## config.mk

```make
export PLATFORM = sky130hd
export DESIGN_NAME = elastic_pipeline
export DESIGN_NICKNAME = d
export VERILOG_FILES = /design/src/rtl/elastic_pipeline.sv
export SDC_FILE = /design/constraint.sdc
export NUM_CORES = 1
export LEC_CHECK = 0
export BUFFER_PORTS_ARGS = -buffer_cell sky130_fd_sc_hd__buf_2
export CORE_UTILIZATION = 40
export CTS_CLUSTER_SIZE = 16
export DETAILED_ROUTE_END_ITERATION = 6
export PLACE_DENSITY_LB_ADDON = 0.12
export SLEW_MARGIN = 20
export SYNTH_ARGS = -nofsm -noshare
export SYNTH_HDL_FRONTEND = slang
export SYNTH_SLANG_ARGS = --single-unit
```

## constraint.sdc

```tcl
create_clock -name clk -period 6.1 [get_ports clk]
set_clock_uncertainty 0.05 [all_clocks]
set_input_delay 0 -clock clk [delete_from_list [all_inputs] [get_ports clk]]
set_output_delay 0 -clock clk [all_outputs]
set_load 0.02 [all_outputs]
```

## src/rtl/elastic_pipeline.sv

```systemverilog
// Elastic valid/ready pipeline of DEPTH stages. Each stage advances on its own,
// so bubbles collapse and backpressure ripples back combinationally to in_ready.
module elastic_pipeline #(
  parameter int WIDTH = 8,
  parameter int DEPTH = 4,
  localparam int CW = $clog2(DEPTH + 1)
) (
  input  logic             clk,
  input  logic             rst,
  input  logic             flush,
  input  logic             in_valid,
  output logic             in_ready,
  input  logic [WIDTH-1:0] in_data,
  output logic             out_valid,
  input  logic             out_ready,
  output logic [WIDTH-1:0] out_data,
  output logic             busy,
  output logic [CW-1:0]    count
);

  logic [DEPTH-1:0] v_q, v_d;
  logic [WIDTH-1:0] d_q [DEPTH];
  logic [WIDTH-1:0] d_d [DEPTH];
  logic [DEPTH-1:0] adv_s;
  logic [DEPTH-1:0] src_v_s;
  logic [WIDTH-1:0] src_d_s [DEPTH];
  logic [CW-1:0]    count_q;
  logic             busy_q;

  function automatic logic [CW-1:0] popcount(input logic [DEPTH-1:0] vec);
    logic [CW-1:0] acc;
    acc = {CW{1'b0}};
    for (int i = 0; i < DEPTH; i++) begin
      acc = acc + CW'(vec[i]);
    end
    return acc;
  endfunction

  // A stage may advance unless it and every stage downstream of it are full while the sink stalls.
  always_comb begin : adv_chain
    logic tail_full;
    tail_full = 1'b1;
    adv_s     = {DEPTH{1'b0}};
    for (int i = DEPTH - 1; i >= 0; i--) begin
      tail_full = tail_full & v_q[i];
      adv_s[i]  = ~tail_full | out_ready;
    end
  end

  // Source feeding each stage: upstream port for stage 0, previous stage otherwise.
  always_comb begin
    src_v_s    = {DEPTH{1'b0}};
    src_v_s[0] = in_valid;
    src_d_s[0] = in_data;
    for (int i = 1; i < DEPTH; i++) begin
      src_v_s[i] = v_q[i-1];
      src_d_s[i] = d_q[i-1];
    end
  end

  // Next-state: flush drops all valid bits but leaves data untouched.
  always_comb begin
    v_d = v_q;
    d_d = d_q;
    if (flush) begin
      v_d = {DEPTH{1'b0}};
    end else begin
      for (int i = 0; i < DEPTH; i++) begin
        if (adv_s[i]) begin
          v_d[i] = src_v_s[i];
          d_d[i] = src_d_s[i];
        end else begin
          v_d[i] = v_q[i];
          d_d[i] = d_q[i];
        end
      end
    end
  end

  // Stage registers plus occupancy/busy kept registered alongside the valid bits.
  always_ff @(posedge clk or posedge rst) begin
    if (rst) begin
      v_q     <= {DEPTH{1'b0}};
      count_q <= {CW{1'b0}};
      busy_q  <= 1'b0;
      for (int i = 0; i < DEPTH; i++) begin
        d_q[i] <= {WIDTH{1'b0}};
      end
    end else begin
      v_q     <= v_d;
      d_q     <= d_d;
      count_q <= popcount(v_d);
      busy_q  <= |v_d;
    end
  end

  assign in_ready  = adv_s[0] & ~flush;
  assign out_valid = v_q[DEPTH-1];
  assign out_data  = d_q[DEPTH-1];
  assign count     = count_q;
  assign busy      = busy_q;

endmodule

```

==> summary.txt, run 1 <==
Flow run
  • Maxcap violations: 0

Timing
  • RSZ-0062 raised after global routing: false
  • Worst Tran Pin Value: 0.483 ns
  • Final setup vio count: 0
  • Max_slew headroom: 67.8%
  • Highest clock rate: 0.415 GHz
  • Crit path time final: about 2.4 ns
  • Post-route setup TNS: 0 ns
  • Slew Limit Fails: 0
  • Final Hold Vio Count: 0
  • Final period util: 39.5%

Clock tree
  • Inserted Clock Buffers: 5
  • Post-CTS sizing: 0
  • CTS tree: yes
  • H-tree levels: 2
  • CTS root buf: clkbuf_8
  • Num Clock Sinks: 40
  • Clk Latency, worst-skew pair: 0.28 ns
  • Maximum clock path buffer count: 2
  • Clock-pin slew on the worst setup and hold paths: 0.07 ns

Worst setup path
  • Critical Path Sink Type: flop
  • Critical path peak fanout: 4
  • Crit path buf inv count: 1
  • Kind of critical path: flop to flop
  • WP data arrival: 2.53 ns
  • R2r startpoint: v_q[2]$_DFF_PP0_
  • Critical Path Max Stage Delay: 0.54 ns
  • CP max stage cell: fa_1
  • Critical-path cell list: and4b_1 -> a21oi_1 -> or2_2 -> fa_1 -> inv_1 -> ha_1 -> ha_1
  • Most common cell type on the critical path: ha_1
  • CP Launch Type: flop
  • Top delay family on crit path: adder cells
  • Worst EP required: 6.21 ns
  • Crit. Startpoint: v_q[2]$_DFF_PP0_

Pwr
  • Maximum VDD drop: between 100 and 150 uV
  • Pleak: approximately 0.9 nW
  • Pwr per Cell Area: 311 nW/um^2
  • Total chip power: between 600 and 700 uW

Synthesis
  • Synth top area share: 62.0%
  • Synth Cell Area: 1620 um^2
  • Synthesized Nets: 123
  • Syn avg cell area: roughly 15 um^2
  • Distinct cells, synth: 18
  • Synthesis-stage register bit count: 40
  • Yosys top cell by area: dfrtp_1
  • Ranking of synthesized cells by area: dfrtp_1 62%, mux2_2 22%, buf_4 3.7%, ha_1 2.3%, fa_1 1.2%
  • Ys Warns: 0
  • Seq/Total Area, Yosys: between 60% and 70%
  • Gate Count Post-Synth: 106

Die
  • Full die area: roughly 4300 um^2
  • # IOs: 27
  • Die W: 65.5 um
  • Core Area: 3770 um^2
  • Die Span Y: approximately 66 um
  • Initial core utilization: 42.8%
  • Cell row count: 22

Cells and area
  • # nets final: 157
  • Post-route insts no fill: 188
  • Fill cells: 329
  • Share of cells above drive strength 1: 51.4%
  • # diodes: 0
  • Area grow syn2layout: 20.1%

Routing
  • Final WL: 2.37 mm
  • Vias per Instance: 4.65
  • Via count: between 800 and 900
  • Post-detailed-route count of antenna-violating nets: 0
  • Post-DR wirelength/cell: 12.6 um
  • Initial drt markers: 16
  • DR DRC count: 0
  • First drt pass iteration count: 3

Global route
  • Vias in the first global route: 923
  • Initial antenna violation count: 0
  • Global-route wire length before repair: between 4 and 5 mm
  • Grt total ovfl: 0
  • Maximum number of pins on one net before global-route repair: 41
  • Gr usage total: 13.3%

Hold path
  • Worst Hold Launch: flush
  • Hold Path Class: primary input to flop

Placement
  • Placed cell count: 171
  • RD Place Congestion: 0.794
  • I/O Buffers: 26
  • Hpwl dp: 1.76 mm

Outcome
  • Status: finished clean
[state kept, by name, summed over array words and instances, names as in the netlist]
name / cells
busy: 1
count: 3
d_q: 24
out_data: 8
v_q: 4
[cell usage after synthesis]
library cell	count
o211ai_1	1
ha_1	3
buf_4	8
or2_2	2
a21oi_4	1
and4b_1	1
mux2_2	32
fa_1	1
a21oi_1	2
o21bai_1	1
nor2b_1	1
a21oi_2	1
nor2_1	4
inv_1	4
nor2_2	1
nor2_4	1
dfrtp_1	40
buf_2	2
[layout make-up]
class,count,area [um^2],area share [%]
flip-flops and latches,40,1000,51.6
multi-input cells,52,529,27.3
repair buffers,37,238,12.3
clock buffers,7,96.3,4.97
well taps,48,60.1,3.10
inverters,4,15.0,0.774
[layer usage]
metal	up-vias	routed length (um)	track usage [%]
li1	418	-	-
met1	430	1100	17.2
met2	23	1100	20.0
met3	4	129	5.38
met4	0	34	4.89
met5	-	0	0
[worst paths after layout]
path                                           end  slack [ns]  cells past startpoint
hold reg to reg            out_data[5]$_DFFE_PP0P_        0.45                      1
max in group asynchronous  out_data[5]$_DFFE_PP0P_        5.34                      4
setup / recovery                count[1]$_DFF_PP0_        3.69                      7
min in group asynchronous  out_data[0]$_DFFE_PP0P_        0.32                      4
setup reg to reg                count[1]$_DFF_PP0_        3.69                      7
hold / removal                    v_q[0]$_DFF_PP0_        0.02                      2
[stage by stage]
stage	worst slack (ns)	util (%)	hold WS [ns]	cell area, um^2
global route	3.52	51.4	0.0290	1940
global placement	3.78	46.2	0.0857	1740
detailed placement	3.68	46.2	0.0944	1740
CTS	3.67	51.4	0.0118	1940
finish	3.69	51.4	0.0212	1940
floorplan	3.75	-	-0.00236	1620
[logic make-up (layout without fill, tap and decap cells)]
logic type | count (synthesis) | after routing | share of synthesized area, %
and+or+nand+nor | 10 | 10 | 3.80
adders and majority gates | 4 | 4 | 3.56
buffers and inverters | 14 | 48 | 5.27
AOI/OAI and AO/OA | 6 | 6 | 3.10
muxes | 32 | 32 | 22.3
DFF | 40 | 40 | 62.0
[what timing repair did]
| action | in CTS | in global routing |
|---|---|---|
| hold buffers | 10 | 0 |
| hold endpoints to repair | 49 | 0 |
| setup buffers | 0 | 0 |
[where the power goes]
part | switching, mW | internal [mW] | total (mW)
Combinational | 0.0483 | 0.0509 | 0.0992
Sequential | 0.0195 | 0.305 | 0.325
Clock | 0.0786 | 0.101 | 0.179
[placed cells by master, fill, tap and decap left out, drive strengths merged, types with 2 or more instances in the layout]
cell	synthesis	routed
dfrtp	40	40
a21oi	4	4
or2	2	2
ha	3	3
buf	10	27
nor2	6	6
dlygate4sd3	0	10
mux2	32	32
inv	4	4
clkbuf	0	7
(Power assumes the default switching activity.)
==> run 2: changes to the inputs <==
--- a/config.mk
+++ b/config.mk
@@ -5,6 +5,7 @@
 export SDC_FILE = /design/constraint.sdc
 export NUM_CORES = 1
 export LEC_CHECK = 0
+export ABC_AREA = 1
 export BUFFER_PORTS_ARGS = -buffer_cell sky130_fd_sc_hd__buf_2
 export CORE_UTILIZATION = 40
 export CTS_CLUSTER_SIZE = 16
==> constraint.sdc (replaced) <==
create_clock -name clk -period 2.1 [get_ports clk]
set_clock_uncertainty 0.05 [all_clocks]
set_input_delay 0 -clock clk [delete_from_list [all_inputs] [get_ports clk]]
set_output_delay 0 -clock clk [all_outputs]
set_load 0.02 [all_outputs]
==> run 2 against run 1 <==
- routed wire length rose by 24%
- count of clock-buffer cells in the layout is 1 lower
- cell count grew 41%
- sequential share of layout area down 2.5 points
- largest power group unchanged
==> summary.txt, run 2 <==
Placement
  • Post-placement worst setup slack: 0.0727 ns (-3.61 ns)
  • RD Place Congestion: 0.694 (-13%)
  • I/O Buffers: 26 (unchanged)
  • Hpwl dp: 2.10 mm (+19%)

Global route
  • Gr usage total: 16.2% (+2.9 points)
  • Initial antenna violation count: 0 (unchanged)
  • Vias in the first global route: 1253 (+36%)
  • Global-route wire length before repair: 5.34 mm (+27%)
  • Maximum number of pins on one net before global-route repair: 37 (-9.8%)
  • Grt total ovfl: 0 (unchanged)

Cells and area
  • Most common cell after layout, fill and taps aside: nand2_1
  • Share of cells above drive strength 1: 22.8% (-29 points)
  • # nets final: 233 (+48%)
  • Area grow syn2layout: 19.8%
  • Most frequent cells in the layout: 65 x nand2_1, 39 x dfrtp_1, 33 x nand3_1
  • Max FFs per register: 24 (unchanged)
  • Multi-input gate area: 579 um^2 (+9.5%)
  • Fill cells: 397 (+21%)
  • # diodes: 0 (unchanged)
  • Reg with most FFs: d_q
  • FF/Latch Area: 1000 um^2 (+0.12%)
  • Final Util: 50.3% (-1.1 points)

Routing
  • Final WL: 2.94 mm (+24%)
  • First drt pass iteration count: 4 (+1)
  • Via count: 1215 (+39%)
  • Vias per Instance: 4.58 (-1.5%)
  • Post-DR wirelength/cell: 11.1 um (-12%)
  • DR DRC count: 0 (unchanged)
  • Post-detailed-route count of antenna-violating nets: 0 (unchanged)
  • Initial drt markers: 80 (+64)

Worst setup path
  • Crit. Startpoint: v_q[3]$_DFF_PP0_
  • CP Launch Type: flop
  • Kind of critical path: flop to flop
  • R2r startpoint: v_q[3]$_DFF_PP0_
  • WP data arrival: 2.12 ns (-0.41 ns)
  • CP max stage cell: fa_1
  • Critical-path cell list: nand2_2 -> nor2_4 -> nand3_4 -> nand2_2 -> nand2_2 -> fa_1 -> inv_1 -> ha_2 -> ha_1
  • Worst EP required: 2.22 ns (-3.99 ns)
  • Critical Path Max Stage Delay: 0.51 ns (-0.03 ns)
  • Top delay family on crit path: adder cells
  • Most common cell type on the critical path: nand2_2
  • Slack of the worst reg-to-reg path: 0.11 ns (-3.58 ns)
  • Critical Path Sink Type: flop
  • Crit path buf inv count: 1 (unchanged)
  • Critical path peak fanout: 4 (unchanged)

Synthesis
  • Top cells by count, synth: 67 x nand2_1, 40 x dfrtp_1, 33 x nand3_1, 12 x inv_1, 8 x buf_4
  • Yosys top cell by area: dfrtp_1
  • Ys Warns: 0 (unchanged)
  • Gate Count Post-Synth: 181 (+71%)
  • Synthesized Nets: 198 (+61%)
  • Syn avg cell area: 9.42 um^2 (-38%)
  • Synthesis-stage register bit count: 40 (unchanged)
  • Synth Cell Area: 1700 um^2 (+5.5%)
  • Synth top area share: 58.7% (-3.2 points)
  • Most frequent cell after synthesis: nand2_1
  • Async set-reset flop share out of synthesis: 100% (unchanged)
  • Distinct cells, synth: 19 (+1)
  • Ys flop type: dfrtp_1
  • Post-synth EDFFs: 0 (unchanged)
  • Seq/Total Area, Yosys: 58.7% (-3.2 points)
  • Ranking of synthesized cells by area: dfrtp_1 59%, nand2_1 15%, nand3_1 9.7%, buf_4 3.5%, inv_1 2.6%

Clock tree
  • Total setup buffers inserted after CTS: 0 (unchanged)
  • Clk Latency, worst-skew pair: 0.29 ns (about the same)
  • Num Clock Sinks: 40 (unchanged)
  • Maximum clock path buffer count: 2 (unchanged)
  • CTS tree: yes
  • CTS root buf: clkbuf_8
  • Clock-pin slew on the worst setup and hold paths: 0.07 ns (about the same)
  • Inserted Clock Buffers: 5 (unchanged)
  • H-tree levels: 2 (unchanged)

Die
  • Initial core utilization: 42.0% (-0.84 points)
  • Full die area: 4530 um^2 (+5.3%)
  • Die Span Y: 67.3 um (+2.6%)
  • Core Area: 4060 um^2 (+7.6%)
  • Die W: 67.3 um (+2.6%)
  • # IOs: 27 (unchanged)
  • Cell row count: 23 (+4.5%)

Hold path
  • Hold Path Class: primary input to flop
  • Worst Hold Launch: flush

Timing
  • Worst Tran Pin Value: 0.665 ns (+0.182 ns)
  • Max_slew headroom: 55.6% (-12 points)
  • Hold slack: 0.0435 ns (+0.0223 ns)
  • Setup ws final: 0.107 ns (-3.58 ns)
  • RSZ-0062 raised after global routing: false
  • Slew Limit Fails: 0 (unchanged)
  • Final Hold Vio Count: 0 (unchanged)
  • Final setup vio count: 0 (unchanged)
  • Highest clock rate: 0.502 GHz (+21%)
  • Final period util: 94.9% (+55 points)
  • Crit path time final: 1.99 ns (-0.418 ns)

Pwr
  • Pwr per Cell Area: 767 nW/um^2 (+150%)
  • Pleak: 1.16 nW (+27%)
  • Total chip power: 1.57 mW (+160%)
  • Maximum VDD drop: 346 uV (+150%)

Outcome
  • Status: finished clean

Flow run
  • Maxcap violations: 0 (unchanged)
==> run 2: changes by cell type after synthesis, moves of 3 or more <==
cell,before,now
mux2_2,32,0
nand2_2,0,3
nand2_1,0,67
nor2_1,4,1
inv_1,4,12
nand3_1,0,33
==> run 2: report_power, final <==
part	leakage [nW]	switching [mW]	internal, mW	total (mW)
clock network	0.0371	0.231	0.221	0.452
logic	0.616	0.132	0.0887	0.221
registers	0.508	0.0430	0.850	0.893
==> run 2: tightest hold or removal path, stage by stage <==
cell and delay [ns]:
buf_2 0.07, inv_1 0.10, nand2_2 0.12, inv_1 0.04
==> run 2: kinds of logic (layout without fill, tap and decap cells) <==
kind of cell,Yosys count,in the layout,synth area share (%)
flip-flops,40,40,58.7
buffers and inverters,26,60,8.00
adder cells (fa/ha/maj),4,4,3.38
AND/OR/NAND/NOR,108,108,28.8
AO/OA/AOI/OAI,3,3,1.10
==> run 2: final timing paths <==
| path | endpoint | cells past startpoint |
|---|---|---|
| setup reg to reg | count[1]$_DFF_PP0_ | 9 |
| setup / recovery | count[1]$_DFF_PP0_ | 9 |
| hold / removal | v_q[0]$_DFF_PP0_ | 4 |
| hold reg to reg | out_data[5]$_DFFE_PP0P_ | 2 |
| min in group asynchronous | d_q[15]$_DFFE_PP0P_ | 3 |
| max in group asynchronous | v_q[3]$_DFF_PP0_ | 4 |
==> run 2: area by class of cell <==
type | count | share of cell area (%)
sequential | 40 | 49.1
clock buffer | 6 | 3.55
tap | 50 | 3.06
timing repair buffer | 40 | 13.4
multi-input combinational | 115 | 28.4
inverter | 14 | 2.57
==> run 2: per-layer routing <==
layer / share of wire (%) / vias up / global-route usage (%)
li1: - / 628 / -
met1: 45 / 557 / 18.0
met2: 49 / 24 / 27.6
met3: 4.0 / 6 / 6.08
met4: 1.9 / 0 / 7.18
met5: 0 / - / 0
==> run 2: stage by stage <==
step	instances	instance area [um^2]	TNS [ns]
finish	265	2040	0
global route	265	2040	0
CTS	265	2040	0
detailed placement	249	1870	0
global placement	249	1870	0
floorplan	181	1720	-0.000523
==> run 2: what timing repair did <==
item	CTS	global route
hold buffers	10	0
setup endpoints to repair	0	1
gates resized for setup	0	0
endpoints found under the hold margin	25	0
